`config.mk`:
```
export PLATFORM = sky130hd
export DESIGN_NAME = front_panel_sequencer
export DESIGN_NICKNAME = d
export VERILOG_FILES = /design/src/rtl/front_panel_sequencer.sv
export SDC_FILE = /design/constraint.sdc
export NUM_CORES = 1
export LEC_CHECK = 0
export ABC_AREA = 1
export BUFFER_PORTS_ARGS = -buffer_cell sky130_fd_sc_hd__buf_4
export CAP_MARGIN = 20
export CORE_UTILIZATION = 31
export DETAILED_ROUTE_END_ITERATION = 8
export GPL_TIMING_DRIVEN = 0
export PLACE_DENSITY = 0.53
export SYNTH_ARGS = -nofsm -noshare
export SYNTH_HDL_FRONTEND = slang
export SYNTH_SLANG_ARGS = --single-unit
```
`constraint.sdc`:
```
create_clock -name clk -period 1.8 [get_ports clk]
set_input_delay 0.27 -clock clk [delete_from_list [all_inputs] [get_ports clk]]
set_output_delay 0.27 -clock clk [all_outputs]
set_load 0.01 [all_outputs]
```
`src/rtl/front_panel_sequencer.sv`:
```
// Front-panel command sequencer: jams JMP/address or NOP bytes onto the CPU
// data-in path one byte per CPU read, and issues the deposit write strobe.
module front_panel_sequencer #(
   parameter int                    ADDR_BYTES = 2,
   parameter int                    DATA_WIDTH = 8,
   parameter logic [DATA_WIDTH-1:0] JMP_OPCODE = 'hC3,
   parameter logic [DATA_WIDTH-1:0] NOP_OPCODE = 'h00
) (
   input  logic                    clk,
   input  logic                    reset_n,
   input  logic                    rd,
   input  logic                    examine,
   input  logic                    examine_next,
   input  logic                    deposit,
   input  logic                    deposit_next,
   input  logic [8*ADDR_BYTES-1:0] addr_sw,
   input  logic [DATA_WIDTH-1:0]   data_sw,
   output logic [DATA_WIDTH-1:0]   jam_data,
   output logic                    jam_active,
   output logic [DATA_WIDTH-1:0]   deposit_out,
   output logic                    deposit_latch,
   output logic                    busy
);

   localparam int IDX_W = (ADDR_BYTES > 1) ? $clog2(ADDR_BYTES) : 1;
   localparam logic [IDX_W-1:0] IDX_LAST = IDX_W'(ADDR_BYTES - 1);

   typedef enum logic [2:0] {
      IDLE, EXM_OP, EXM_ADDR, NXT_NOP, DEP_STROBE
   } state_t;

   state_t                         state_q, state_d;
   logic [IDX_W-1:0]               idx_q, idx_d, idx_nx;
   logic                           rd_q;
   logic [ADDR_BYTES-1:0][7:0]     addr_q, addr_d;
   logic [DATA_WIDTH-1:0]          data_q, data_d;
   logic                           dep_q, dep_d;
   logic [DATA_WIDTH-1:0]          jd_q, jd_d;
   logic                           ja_q, ja_d;
   logic [DATA_WIDTH-1:0]          do_q, do_d;
   logic                           dl_q, dl_d;
   logic                           rd_rise;

   // A read is consumed only on its rising edge; a held rd never advances.
   assign rd_rise = rd & ~rd_q;
   assign idx_nx  = idx_q + 1'b1;

   // Next-state and registered-output logic of the command sequencer.
   always_comb begin
      state_d = state_q;
      idx_d   = idx_q;
      addr_d  = addr_q;
      data_d  = data_q;
      dep_d   = dep_q;
      jd_d    = jd_q;
      ja_d    = ja_q;
      do_d    = do_q;
      dl_d    = 1'b0;
      case (state_q)
         IDLE: begin
            // Priority: examine > examine_next > deposit_next > deposit.
            if (examine) begin
               addr_d  = addr_sw;
               data_d  = data_sw;
               jd_d    = JMP_OPCODE;
               ja_d    = 1'b1;
               state_d = EXM_OP;
            end else if (examine_next || deposit_next) begin
               addr_d  = addr_sw;
               data_d  = data_sw;
               dep_d   = ~examine_next;
               jd_d    = NOP_OPCODE;
               ja_d    = 1'b1;
               state_d = NXT_NOP;
            end else if (deposit) begin
               addr_d  = addr_sw;
               data_d  = data_sw;
               do_d    = data_sw;
               state_d = DEP_STROBE;
            end
         end
         EXM_OP: begin
            if (rd_rise) begin
               idx_d   = '0;
               jd_d    = DATA_WIDTH'(addr_q[0]);
               state_d = EXM_ADDR;
            end
         end
         EXM_ADDR: begin
            if (rd_rise) begin
               if (idx_q == IDX_LAST) begin
                  jd_d    = '0;
                  ja_d    = 1'b0;
                  state_d = IDLE;
               end else begin
                  idx_d = idx_nx;
                  jd_d  = DATA_WIDTH'(addr_q[idx_nx]);
               end
            end
         end
         NXT_NOP: begin
            if (rd_rise) begin
               jd_d = '0;
               ja_d = 1'b0;
               if (dep_q) begin
                  do_d    = data_q;
                  state_d = DEP_STROBE;
               end else begin
                  state_d = IDLE;
               end
            end
         end
         DEP_STROBE: begin
            // Strobe in the clk after entry, leave once it has been issued.
            if (dl_q) state_d = IDLE;
            else      dl_d    = 1'b1;
         end
         default: state_d = IDLE;
      endcase
   end

   // State and output registers; reset aborts any sequence and strobe.
   always_ff @(posedge clk or negedge reset_n) begin
      if (!reset_n) begin
         state_q <= IDLE;
         idx_q   <= '0;
         rd_q    <= 1'b0;
         addr_q  <= '0;
         data_q  <= '0;
         dep_q   <= 1'b0;
         jd_q    <= '0;
         ja_q    <= 1'b0;
         do_q    <= '0;
         dl_q    <= 1'b0;
      end else begin
         state_q <= state_d;
         idx_q   <= idx_d;
         rd_q    <= rd;
         addr_q  <= addr_d;
         data_q  <= data_d;
         dep_q   <= dep_d;
         jd_q    <= jd_d;
         ja_q    <= ja_d;
         do_q    <= do_d;
         dl_q    <= dl_d;
      end
   end

   assign jam_data      = jd_q;
   assign jam_active    = ja_q;
   assign deposit_out   = do_q;
   assign deposit_latch = dl_q;
   assign busy          = (state_q != IDLE);

endmodule
```
==> results of run 1 <==
==> Yosys cell counts <==
cell type	number
buf_2	3
or2_2	1
inv_1	32
nand2_1	112
buf_6	4
o21ai_0	22
inv_4	1
nor3_1	1
a21oi_1	2
nand3_1	20
nand2_2	3
nand2_4	1
o21ai_2	6
nor2_1	16
nor3_2	1
a21oi_4	1
nor2_2	3
dfrtp_1	48
inv_2	3
nand3_2	1
o21ai_1	8
clkbuf_1	1
==> state kept, by name (all words and copies together) (netlist names) <==
register and count:
dep_q 1, state_q 3, data_q 8, addr_q 16, deposit_out 8, deposit_latch 1, jam_active 1, idx_q 1
rd_q 1, jam_data 8
==> final timing paths <==
kind,endpoint,slack (ps),cells after the start
worst max-delay path,deposit_out[6]$_DFFE_PN0P_,290,8
worst min-delay path,rd_q$_DFF_PN0_,90,1
worst max register to register,deposit_out[6]$_DFFE_PN0P_,290,8
worst min register to register,deposit_latch$_DFF_PN0_,470,1
max in group asynchronous,addr_q[1]$_DFFE_PN0P_,870,2
min in group asynchronous,deposit_out[5]$_DFFE_PN0P_,510,2
==> placed cells by master, fill, tap and decap left out, drive strengths merged <==
master,synthesis,routed
or2,1,1
nand2,116,116
inv,36,36
clkbuf,1,7
nand3,21,21
buf,7,56
nor3,2,2
dlygate4sd3,0,1
dfrtp,48,48
bufinv,0,1
o21ai,36,36
nor2,19,19
clkinv,0,1
a21oi,3,3
==> per-layer routing <==
| layer | routed length (um) | global-route usage [%] | up-vias |
|---|---|---|---|
| met5 | 0 | 0 | - |
| met1 | 2470 | 19.1 | 861 |
| met4 | 36 | 5.81 | 0 |
| met3 | 222 | 3.30 | 2 |
| met2 | 2330 | 22.1 | 40 |
| li1 | - | - | 1011 |
==> layout make-up <==
type | instances | area, um2 | area share [%]
sequential | 48 | 1200 | 41.5
multi-input combinational | 198 | 890 | 30.7
timing repair buffer | 50 | 378 | 13.0
inverter | 36 | 138 | 4.75
tap | 96 | 120 | 4.15
clock buffer | 6 | 72.6 | 2.50
buffer | 8 | 63.8 | 2.20
clock inverter | 2 | 35.0 | 1.21
==> metrics by stage <==
step	area (um2)	instances	utilization [%]	hold WS [ps]
floorplan	2290	290	-	-25.6
global placement	2780	435	39.8	327
detailed placement	2780	435	39.8	332
CTS	2900	444	41.5	73.1
global route	2900	444	41.5	66.3
finish	2900	444	41.5	86.6
==> power breakdown <==
group,switching (mW),internal [mW]
logic,1.42,0.928
registers,0.269,1.58
clock network,0.368,0.413
total,2.05,2.92
==> logic make-up (layout without fill, tap and decap cells) <==
logic type / after synthesis / count (layout)
buffers and inverters: 44 / 102
AND/OR/NAND/NOR: 159 / 159
flip-flops: 48 / 48
AO/OA/AOI/OAI: 39 / 39
==> worst max-delay path, cell delays in order, from the launching register on <==
cell     delay [ps]
dfrtp_1         460
inv_2            70
buf_6           140
nand3_2         110
nor2_2           70
a21oi_4         270
nand2_4         140
nand2_1          80
nand2_1          50
==> summary.txt, run 1 <==
GRT
  – Number of global-route vias before repair: 1742
  – First-pass GRT wire length: 8.20 mm
  – Pin count of the biggest net entering global routing: 49
  – Antenna violations before repair: 0
  – All-layer global routing usage: 14.2%
  – GRT Residual Overflow: 0

Cells and area
  – # fillers: 778
  – Share of layout cells above drive strength 1: 24.1%
  – Area growth syn-to-layout: 26.4%
  – Final #Nets: 378
  – Number of diodes: 0

Die
  – Core area: 6980 um2
  – Chip Height: 88.0 um
  – Chip width: 88.0 um
  – Rows: 30
  – Total die area: 7740 um2
  – Initial Util: 32.8%
  – Io pins: 50

Route
  – Drt drc: 0
  – Initial DRT Pass Iterations: 4
  – DR iter-0 viols: 122
  – Via/cell ratio: 4.31
  – Vias: 1914
  – ANT nets after route: 0
  – Per-cell routed wire length: 11.4 um
  – Final wirelength: 5.05 mm

CTS
  – Clk Latency, worst-skew pair: 300 ps
  – CTS sink count: 48
  – Hold Buf Count CTS: 1
  – Clock slew at reported path FFs: 90 ps
  – CTS max path bufs: 2
  – Root Driver: clkbuf_8
  – Post CTS Setup Buffer Count: 0
  – CTS buffer count: 5
  – CTS tree: yes
  – H-tree levels: 2
  – Post-CTS Resized: 0

Timing
  – Setup WS post-layout: 291 ps
  – Fin. Hold Viols: 0
  – Tmin final: 1510 ps
  – Clock Skews: 7.86 ps
  – Setup TNS: 0 ps
  – Fmax: 663 MHz
  – Max Slew Vio Count: 0
  – Final worst-path cycle share: 83.9%
  – Least-Margin Pin Slew: 613 ps
  – Worst slew margin: 59.1%
  – Final setup fails: 0
  – RSZ-0062 raised after global routing: false

Yosys
  – Synth area leader: dfrtp_1
  – Area contributors post-synth: dfrtp_1, nand2_1, inv_1, o21ai_0, nand3_1
  – Syn avg cell area: 7.90 um2
  – Syn Nets: 321
  – Sequential area share after synthesis: 52.4%
  – Synth top area share: 52.4%
  – Post-synthesis mux area share: 0%
  – Simple-gate area share of the yosys netlist: 28.8%
  – Largest family of logic cells by synthesized area: simple AND/OR/NAND/NOR gates
  – Adder-cell share of the synthesized area: 0%
  – Synth cell types: 22
  – Synth warnings: 0
  – Synth Register Bits: 48
  – Mapped Cells: 290
  – Synth Area in XOR/XNOR: 0%
  – Netlist Area Pre-Place: 2290 um2
  – Post-synthesis compound-gate area fraction: 9.99%

Power
  – Max VDD drop: 0.000604 V
  – Power per cell area: 1710 nW/um2
  – Leak Pwr: 1.58 nW
  – Tot Pwr: 4.97 mW

Place
  – Post-DP HPWL: 3.80 mm
  – Port bufs: 49
  – GP Congestion: 0.801
  – Place WS: 222 ps

Worst setup path
  – Worst Setup End Kind: flip-flop
  – Startpoint Class: flip-flop
  – Critical path arrival: 1710 ps
  – Worst setup path start: state_q[2]$_DFFE_PN0P_
  – CP Class: reg2reg
  – Worst reg2reg startpoint: state_q[2]$_DFFE_PN0P_
  – Crit-path max FO: 10
  – CP required: 2000 ps

Min path
  – Hold path startpoint: rd
  – Min-delay worst type: in2reg

Job
  – Max capacitance violation total: 0

Outcome
  – Outcome: complete, no violations
Power figures use the tool's default switching activity.
==> run 2: changes to the inputs <==
==> constraint.sdc (replaced) <==
create_clock -name clk -period 1.53 [get_ports clk]
set_input_delay 0.2295 -clock clk [delete_from_list [all_inputs] [get_ports clk]]
set_output_delay 0.2295 -clock clk [all_outputs]
set_load 0.01 [all_outputs]
==> run 2 against run 1 <==
  * Flip-flop and latch count did not move
  * Sequential share of layout area fell by 0.71 points
  * Setup slack got worse by 190 ps
  * Utilization rose by 0.81 points
  * Critical path type unchanged
  * Fmax rose by 5.2%
  * Clock skew rose by 2.7 ps
  * First-iteration DRC count fell by 25%
==> summary.txt, run 2 (synthesis gave the netlist of run 1 again) <==
Outcome
  – Outcome: complete, no violations

Timing
  – Least-Margin Pin Slew: 612 ps
  – Final worst-path cycle share: 93.7%
  – Fmax: 697 MHz
  – Final setup fails: 0
  – Fin. Hold Viols: 0
  – Clock Skews: 10.6 ps
  – Max Slew Vio Count: 0
  – Setup WS post-layout: 95.7 ps
  – Worst slew margin: 59.2%
  – RSZ-0062 raised after global routing: false
  – Tmin final: 1430 ps
  – Setup TNS: 0 ps

Route
  – ANT nets after route: 0
  – Via/cell ratio: 4.33
  – Per-cell routed wire length: 11.6 um
  – Final wirelength: 5.15 mm
  – Initial DRT Pass Iterations: 4
  – DR iter-0 viols: 91
  – Drt drc: 0
  – Vias: 1928

Worst setup path
  – Critical path buffers and inverters: 3
  – Cell chain of the critical path: nor2_4 > nand2_2 > inv_4 > o21ai_2 > buf_6 > buf_6 > nand2_1 > o21ai_0
  – CP required: 1710 ps
  – Top cell family by delay on the critical path: flip-flops
  – Worst reg2reg startpoint: state_q[1]$_DFFE_PN0P_
  – Reg2Reg Depth: 8
  – CP max stage delay: 480 ps
  – Crit-path most repeated cell: buf_6
  – Startpoint Class: flip-flop
  – CP Class: reg2reg
  – Critical path arrival: 1610 ps
  – Reg-to-reg critical path endpoint: addr_q[12]$_DFFE_PN0P_
  – R2r setup slk: 100 ps
  – Crit-path max FO: 10
  – Worst Setup End Kind: flip-flop
  – Crit-path slowest cell: dfrtp_2
  – WP depth: 8

GRT
  – First-pass GRT wire length: 8.20 mm
  – Pin count of the biggest net entering global routing: 49
  – All-layer global routing usage: 14.2%
  – GRT Residual Overflow: 0
  – Antenna violations before repair: 0
  – Number of global-route vias before repair: 1742

CTS
  – Clock slew at reported path FFs: 90 ps
  – Root Driver: clkbuf_8
  – CTS buffer count: 5
  – H-tree levels: 2
  – CTS tree: yes
  – Clk Latency, worst-skew pair: 300 ps
  – CTS sink count: 48
  – CTS max path bufs: 2

Min path
  – Min-delay worst type: in2reg
  – Hold Path End: rd_q$_DFF_PN0_
  – Hold Path Cell Cnt: 1
  – Hold path startpoint: rd

Die
  – Chip Height: 88.0 um
  – Total die area: 7740 um2
  – Core area: 6980 um2
  – Rows: 30
  – Chip width: 88.0 um
  – Io pins: 50
  – Initial Util: 32.8%

Power
  – Power per cell area: 2040 nW/um2
  – Leak Pwr: 1.59 nW
  – Max VDD drop: 0.000714 V
  – Tot Pwr: 6.02 mW

Cells and area
  – Leading cell type in the layout, fill and taps excluded: nand2_1
  – Register Area: 1200 um2
  – Number of diodes: 0
  – Non-Filler Instances: 445
  – Reg with most FFs: addr_q
  – # fillers: 772
  – Share of layout cells above drive strength 1: 26.6%
  – Final #Nets: 379
  – Area of the multi-input gates: 920 um2
  – Area growth syn-to-layout: 28.9%
  – Most frequent cells in the layout: nand2_1, buf_4, dfrtp_1
  – Max reg flops: 16

Place
  – Post-DP HPWL: 3.80 mm
  – GP Congestion: 0.801
  – Place WS: -7.71 ps
  – Port bufs: 49
  – Inst Count DP: 435

Job
  – Max capacitance violation total: 0
-- run 2: cell types whose count changed in the layout (fill, tap and decap cells not counted), moves of 2 or more --
| cell | delta |
|---|---|
| dfrtp_2 | +2 |
| nor2_1 | -2 |
| dfrtp_1 | -2 |
| nor2_4 | +3 |
-- run 2: through the flow --
step,utilization (%),cell area [um2],hold WS [ps]
6_report,42.3,2950,47.7
5_1_grt,42.3,2950,25.8
4_1_cts,41.5,2900,32.6
3_5_place_dp,39.8,2780,292
3_3_place_gp,39.8,2780,287
2_1_floorplan,-,2290,-66.1
-- run 2: repair_timing --
action                                  in CTS  in global routing
resized for setup                            0                 12
endpoints found under the setup margin       0                 31
hold buffers                                 1                  0
hold endpoints to repair                    48                  0
buffers inserted                             0                  2
-- run 2: area by class of cell --
class                           instances  share of cell area, %
Sequential cell                        48                   40.7
Buffer                                  7                   2.03
Clock inverter                          2                   1.19
Timing Repair Buffer                   52                   13.7
Tap cell                               96                   4.07
Multi-Input combinational cell        198                   31.1
Clock buffer                            6                   2.46
Inverter                               36                   4.66
-- run 2: worst max-delay path by stage --
stage / endpoint / start / slack (ps)
floorplan: addr_q[0]$_DFFE_PN0P_ / state_q[1]$_DFFE_PN0P_ / 170
global placement: data_q[5]$_DFFE_PN0P_ / deposit_next / 40
detailed placement: addr_q[12]$_DFFE_PN0P_ / deposit_next / -8
CTS: deposit_out[6]$_DFFE_PN0P_ / state_q[2]$_DFFE_PN0P_ / 20
global route: deposit_out[5]$_DFFE_PN0P_ / state_q[2]$_DFFE_PN0P_ / 0.8
finish: addr_q[12]$_DFFE_PN0P_ / state_q[1]$_DFFE_PN0P_ / 100
-- run 2: layer usage --
metal | track usage, % | part of all wire (%) | vias to the layer above
li1 | - | - | 1009
met1 | 19.1 | 48 | 877
met2 | 22.1 | 46 | 36
met3 | 3.30 | 4.0 | 6
met4 | 5.81 | 1.5 | 0
met5 | 0 | 0 | -
-- run 2: worst reg2reg max path, delay by kind of cell, from the launching register on --
kind	cells	cell delay [ps]
buffers and inverters	3	380
AO/OA/AOI/OAI	2	150
flip-flops	1	480
AND/OR/NAND/NOR	3	290
-- run 2: where the power goes --
part / total [mW] / internal [mW] / switching [mW]
logic: 2.89 / 1.19 / 1.70
registers: 2.22 / 1.86 / 0.358
clock network: 0.916 / 0.486 / 0.430
total: 6.02 / 3.54 / 2.49
